[src/rtl/selector.sv]
// Operation selector shared by the pipeline decode and the multiply/divide unit.
package selector;

    typedef enum logic [1:0] {
        MULDIV_MULT  = 2'b00,
        MULDIV_MULTU = 2'b01,
        MULDIV_DIV   = 2'b10,
        MULDIV_DIVU  = 2'b11
    } muldiv_funct_t;

    function automatic logic funct_is_div(input muldiv_funct_t f);
        return (f == MULDIV_DIV) || (f == MULDIV_DIVU);
    endfunction

    function automatic logic funct_is_signed(input muldiv_funct_t f);
        return (f == MULDIV_MULT) || (f == MULDIV_DIV);
    endfunction

endpackage

[src/rtl/signals.sv]
// Shared control-signal types: multiply/divide sequencer states.
package signals;

    typedef enum logic [1:0] {
        StIdle = 2'b00,
        StRun  = 2'b01,
        StDone = 2'b10
    } muldiv_state_t;

endpackage

[src/rtl/div_step.sv]
// One restoring shift-subtract division iteration on unsigned magnitudes (combinational).
module div_step #(
    parameter int unsigned W = 32
) (
    input  logic [W-1:0] rem_i,
    input  logic [W-1:0] quo_i,
    input  logic [W-1:0] divisor_i,
    output logic [W-1:0] rem_o,
    output logic [W-1:0] quo_o
);

    logic [W:0] shifted;
    logic [W:0] diff;

    always_comb begin
        shifted = {rem_i, quo_i[W-1]};
        diff    = shifted - {1'b0, divisor_i};
        // diff[W] acts as the borrow: the partial remainder never exceeds 2*divisor
        if (!diff[W]) begin
            rem_o = diff[W-1:0];
            quo_o = {quo_i[W-2:0], 1'b1};
        end else begin
            rem_o = shifted[W-1:0];
            quo_o = {quo_i[W-2:0], 1'b0};
        end
    end

endmodule

[src/rtl/muldiv_unit.sv]
// Iterative radix-2 HI/LO multiply/divide unit (W cycles per operation).
// Define MULDIV_DIV_EN to build the divider; otherwise DIV/DIVU complete at once with zero.
module muldiv_unit
    import selector::*;
    import signals::*;
#(
    parameter int unsigned W = 32
) (
    input  logic          clk,
    input  logic          rst_n,
    input  logic          start,
    input  muldiv_funct_t funct,
    input  logic [W-1:0]  a,
    input  logic [W-1:0]  b,
    input  logic          flush,
    output logic          busy,
    output logic          done,
    output logic [W-1:0]  hi,
    output logic [W-1:0]  lo
);

    localparam int unsigned     CntW    = (W > 1) ? $clog2(W) : 1;
    localparam logic [CntW-1:0] CntLast = CntW'(W - 1);

    muldiv_state_t   state_q, state_d;
    logic [CntW-1:0] cnt_q, cnt_d;
    logic [W-1:0]    acc_q, acc_d;  // product high half, or partial remainder
    logic [W-1:0]    ops_q, ops_d;  // multiplier/product low half, or dividend/quotient
    logic [W-1:0]    opb_q, opb_d;
    logic            neg_a_q, neg_a_d;
    logic            neg_b_q, neg_b_d;
    logic [W-1:0]    hi_q, hi_d;
    logic [W-1:0]    lo_q, lo_d;

    logic            sgn_a, sgn_b;
    logic [W-1:0]    abs_a, abs_b;
    logic [W:0]      mul_sum;
    logic [W-1:0]    mul_acc, mul_ops;
    logic [W-1:0]    step_acc, step_ops;
    logic [2*W-1:0]  prod_res;
    logic [2*W-1:0]  res;

    always_comb begin
        sgn_a = funct_is_signed(funct) & a[W-1];
        sgn_b = funct_is_signed(funct) & b[W-1];
        abs_a = sgn_a ? -a : a;
        abs_b = sgn_b ? -b : b;
    end

    always_comb begin
        mul_sum = {1'b0, acc_q} + (ops_q[0] ? {1'b0, opb_q} : '0);
        mul_acc = mul_sum[W:1];
        mul_ops = {mul_sum[0], ops_q[W-1:1]};
    end

`ifdef MULDIV_DIV_EN
    logic         div_q, div_d;
    logic [W-1:0] div_rem, div_quo;
    logic [W-1:0] quo_res, rem_res;

    div_step #(
        .W (W)
    ) u_div_step (
        .rem_i     (acc_q),
        .quo_i     (ops_q),
        .divisor_i (opb_q),
        .rem_o     (div_rem),
        .quo_o     (div_quo)
    );

    always_comb begin
        step_acc = div_q ? div_rem : mul_acc;
        step_ops = div_q ? div_quo : mul_ops;
        // Zero divisor leaves the dividend in the remainder; only the quotient needs forcing
        quo_res  = (opb_q == '0) ? '1 : ((neg_a_q ^ neg_b_q) ? -step_ops : step_ops);
        rem_res  = neg_a_q ? -step_acc : step_acc;
    end
`else
    always_comb begin
        step_acc = mul_acc;
        step_ops = mul_ops;
    end
`endif

    always_comb begin
        prod_res = (neg_a_q ^ neg_b_q) ? -{step_acc, step_ops} : {step_acc, step_ops};
`ifdef MULDIV_DIV_EN
        res      = div_q ? {rem_res, quo_res} : prod_res;
`else
        res      = prod_res;
`endif
    end

    always_comb begin
        state_d = state_q;
        cnt_d   = cnt_q;
        acc_d   = acc_q;
        ops_d   = ops_q;
        opb_d   = opb_q;
        neg_a_d = neg_a_q;
        neg_b_d = neg_b_q;
        hi_d    = hi_q;
        lo_d    = lo_q;
`ifdef MULDIV_DIV_EN
        div_d   = div_q;
`endif

        if (flush) begin
            state_d = StIdle;
        end else begin
            unique case (state_q)
                StIdle: begin
                    if (start) begin
                        state_d = StRun;
                        cnt_d   = '0;
                        acc_d   = '0;
                        ops_d   = abs_a;
                        opb_d   = abs_b;
                        neg_a_d = sgn_a;
                        neg_b_d = sgn_b;
`ifdef MULDIV_DIV_EN
                        div_d   = funct_is_div(funct);
`else
                        if (funct_is_div(funct)) begin
                            state_d = StDone;
                            hi_d    = '0;
                            lo_d    = '0;
                        end
`endif
                    end
                end
                StRun: begin
                    acc_d = step_acc;
                    ops_d = step_ops;
                    cnt_d = cnt_q + CntW'(1);
                    if (cnt_q == CntLast) begin
                        state_d = StDone;
                        hi_d    = res[2*W-1:W];
                        lo_d    = res[W-1:0];
                    end
                end
                StDone:  state_d = StIdle;
                default: state_d = StIdle;
            endcase
        end
    end

    always_ff @(posedge clk or negedge rst_n) begin
        if (!rst_n) begin
            state_q <= StIdle;
            cnt_q   <= '0;
            acc_q   <= '0;
            ops_q   <= '0;
            opb_q   <= '0;
            neg_a_q <= 1'b0;
            neg_b_q <= 1'b0;
            hi_q    <= '0;
            lo_q    <= '0;
`ifdef MULDIV_DIV_EN
            div_q   <= 1'b0;
`endif
        end else begin
            state_q <= state_d;
            cnt_q   <= cnt_d;
            acc_q   <= acc_d;
            ops_q   <= ops_d;
            opb_q   <= opb_d;
            neg_a_q <= neg_a_d;
            neg_b_q <= neg_b_d;
            hi_q    <= hi_d;
            lo_q    <= lo_d;
`ifdef MULDIV_DIV_EN
            div_q   <= div_d;
`endif
        end
    end

    assign busy = (state_q != StIdle);
    assign done = (state_q == StDone);
    assign hi   = hi_q;
    assign lo   = lo_q;

endmodule

[config.mk]
export PLATFORM = sky130hd
export DESIGN_NAME = muldiv_unit
export DESIGN_NICKNAME = d
export VERILOG_FILES = /design/src/rtl/selector.sv /design/src/rtl/signals.sv /design/src/rtl/div_step.sv /design/src/rtl/muldiv_unit.sv
export SDC_FILE = /design/constraint.sdc
export NUM_CORES = 1
export LEC_CHECK = 0
export ABC_CLOCK_PERIOD_IN_PS = 5100
export CAP_MARGIN = 20
export CORE_ASPECT_RATIO = 0.8
export CORE_MARGIN = 1.5
export CORE_UTILIZATION = 50
export CTS_BUF_LIST = sky130_fd_sc_hd__clkbuf_4
export CTS_CLUSTER_SIZE = 10
export DETAILED_ROUTE_END_ITERATION = 6
export HOLD_SLACK_MARGIN = 0.15
export PLACE_DENSITY = 0.81
export SYNTH_ARGS = -nofsm -noshare
export SYNTH_HDL_FRONTEND = slang
export SYNTH_SLANG_ARGS = --single-unit
export TNS_END_PERCENT = 30
[constraint.sdc]
create_clock -name clk -period 5.1 [get_ports clk]
set_input_delay 1.02 -clock clk [delete_from_list [all_inputs] [get_ports clk]]
set_output_delay 1.02 -clock clk [all_outputs]
set_load 0.005 [all_outputs]
==> flow_metrics.tcl <==
set metrics [dict create \
    path_cells "and2_1 -> ha_1 -> a211oi_1 -> o31ai_1 -> xor2_1 -> or4_4 -> or4b_4 -> nor4b_4 -> and3_1 -> a31oi_1 -> o41ai_2 -> xor2_1 -> o21ai_1" \
    die-area_sq_um 23400 \
    ys_seq_elements 169 \
    synth.avg_cell_area_sq_um 8.37 \
    fmax_mhz 218 \
    gp_congestion 0.937 \
    root_buffer "clkbuf_4" \
    cts_tree "yes" \
    synth_enable_flop_cells 0 \
    synth.most_common_cell "dfrtp_1" \
    die_y_um 137 \
    ctsHoldBuffers 0 \
    period_minus_slack_ns 4.59 \
    clock_path_buffers 2 \
    crit_arrival_ns 5.06 \
    cts_buffers 17 \
    crit_slowest_cell "or4_4" \
    ant_nets 0 \
    grt_usage_pct 27.4 \
    place_hpwl_um 23900 \
    drcViolationCount 0 \
    h-tree-depth 4 \
    crit_required_ns 5.57 \
    synth_area_sq_um 11200 \
    num_vias 10411 \
    crit_fanout 17 \
    cp_top_family "simple AND/OR/NAND/NOR gates" \
    synth_area_leaders "dfrtp_1 38%, o21ai_0 6.9%, xor2_1 5.9%" \
    ioPinCount 136 \
    cp_num_buf_inv 0 \
    final_nets 1562 \
    vias_per_cell 5.89 \
    synth_top_area_cell "dfrtp_1" \
    max-vdd-ir-drop_mv 0.149 \
    setup-violations-final 0 \
    synth_common_cells "169 x dfrtp_1, 166 x nand2_1, 156 x o21ai_0, 131 x a21oi_1, 122 x nor2_1" \
    drt-initial-drc-count 974 \
    status "completed" \
    async_reset_ff_share_pct 100 \
    drtPass1Iterations 5 \
    hold_path_class "flop to flop" \
    final_hold_viol_count 0 \
    port_buffers 135 \
    cp_common_cell "xor2_1" \
    drive_gt1_share_pct 6.20 \
    grt_pass1_wl_um 49900 \
    p_leak_nw 5.64 \
    syn_nets 1451 \
    drv_cap 0 \
    die_w_um 171 \
    relSlewSlack_pct 32.4 \
    cp_slowest_stage_delay_ns 0.60 \
    synth_cells 1343 \
    fill_cells 1923 \
    fin_worst_skew_ns 0.0337 \
    syn2layout_area_growth_pct 18.1 \
    ys.flop_type "dfrtp_1" \
    antenna_found_initial 1 \
    crit_path_end_kind "flop" \
    routedWlPerCell_um 17.6 \
    yosysSeqAreaShare_pct 37.6 \
    rsz0062_at_grt "no" \
    grt_start_max_net_pins 107 \
    grt_pass1_vias 9367 \
    clk_pin_slew_ns 0.17 \
    initial_core_util_pct 51.5 \
    fin_setup_tns_ns 0 \
    ys_warn_count 0 \
    num_rows 48 \
    core_sq_um 21800 \
    maxSlewViolCount 0 \
    cts_sinks 169 \
    critPathKind "flop to flop" \
    critPathLaunchType "flop" \
    synth.distinct_cells 75 \
    power.total_mw 4.16 \
    power_density_nw_per_um2 313 \
    worst_slew_pin_slew_ns 1.01 \
    worst_skew_pair.late_latency_ns 0.59 \
    routed_wirelength_um 31100 \
    fin_crit_sh_pct 90.0 \
    cts_setup_buffers 0 \
    synth_top_area_share_pct 37.6 \
    overflow 0 \
    cts_resized 0 \
]
[report_power, final]
group          switching, mW  internal [mW]  total [mW]
registers              0.188           1.48        1.66
clock network          0.576          0.280       0.856
logic                  0.972          0.668        1.64
total                   1.74           2.42        4.16
[through the flow]
stage                     util (%)  cells  cell area, sq um  hold slack [ns]  worst slack [ns]
after floorplan                  -   1343             11200            0.456             0.942
after global placement        59.3   1734             12900            0.461             0.666
after detailed placement      59.4   1735             12900            0.469             0.563
after CTS                     60.9   1767             13300            0.505             0.567
after global routing          60.9   1768             13300            0.526            0.0891
final                         60.9   1768             13300            0.499             0.509
[worst reg2reg max path, cell delays in order, from the launching register on]
cell and delay [ns]:
dfrtp_1 0.55, and2_1 0.24, ha_1 0.28, a211oi_1 0.10, o31ai_1 0.58, xor2_1 0.30
or4_4 0.60, or4b_4 0.57, nor4b_4 0.34, and3_1 0.22, a31oi_1 0.14, o41ai_2 0.28
xor2_1 0.20, o21ai_1 0.08
[layer usage]
metal	global-route usage (%)	wire length, um	vias to the layer above
met5	0	0	-
met4	4.77	174	0
met3	5.84	3100	14
met2	36.8	12000	415
met1	44.4	15800	4985
li1	-	-	4997
[registers in the layout, summed over array words and instances, names as in the netlist]
signal and count:
opb_q 32, neg_b_q 1, hi 32, cnt_q 5, neg_a_q 1, state_q 2, lo 32, ops_q 32
acc_q 32
[layout make-up]
type | instances | area, sq um | share of cell area (%)
Antenna cell | 1 | 2.50 | 0.0189
Clock buffer | 17 | 128 | 0.962
Clock inverter | 15 | 201 | 1.52
Inverter | 21 | 78.8 | 0.594
Multi-Input combinational cell | 1081 | 6680 | 50.4
Sequential cell | 169 | 4230 | 31.9
Tap cell | 300 | 375 | 2.83
Timing Repair Buffer | 164 | 1570 | 11.9
[cell families (layout without fill, tap and decap cells)]
| kind of cell | Yosys count | after routing | synth area share, % |
|---|---|---|---|
| AOI/OAI and AO/OA | 426 | 426 | 22.9 |
| xor gates and xnor gates | 140 | 140 | 10.9 |
| adders and majority gates | 38 | 38 | 4.30 |
| buffers and inverters | 93 | 217 | 3.23 |
| DFF | 169 | 169 | 37.6 |
| muxes | 7 | 7 | 0.668 |
| other | 0 | 1 | 0 |
| and+or+nand+nor | 470 | 470 | 20.4 |
[path summary, 6_finish.rpt]
kind / start / end / slack, ns / cells after the start
max: ops_q[0] / hi[29] / 0.51 / 13
min: hi[21] / hi[21] / 0.50 / 2
max reg2reg: ops_q[0] / hi[29] / 0.51 / 13
min reg2reg: hi[21] / hi[21] / 0.50 / 2
max in group asynchronous: rst_n / lo[3] / 3.53 / 2
min in group asynchronous: rst_n / ops_q[18] / 0.52 / 1
[layout by cell type (no fill, tap or decap), types with 11 or more instances in the layout]
| cell | synthesis | routed |
|---|---|---|
| a21o_1 | 12 | 12 |
| a21oi_1 | 131 | 131 |
| a22o_1 | 22 | 22 |
| and2_1 | 41 | 41 |
| buf_4 | 0 | 28 |
| clkbuf_4 | 0 | 17 |
| clkdlybuf4s50_1 | 0 | 134 |
| dfrtp_1 | 169 | 169 |
| ha_1 | 37 | 37 |
| inv_1 | 21 | 21 |
| nand2_1 | 166 | 165 |
| nand2b_1 | 15 | 15 |
| nand3_1 | 14 | 14 |
| nor2_1 | 122 | 122 |
| nor3_1 | 21 | 21 |
| o21ai_0 | 156 | 156 |
| o31ai_1 | 21 | 21 |
| o41ai_1 | 11 | 11 |
| or3_1 | 21 | 21 |
| xnor2_1 | 64 | 63 |
| xor2_1 | 76 | 75 |
Power figures use the tool's default switching activity.
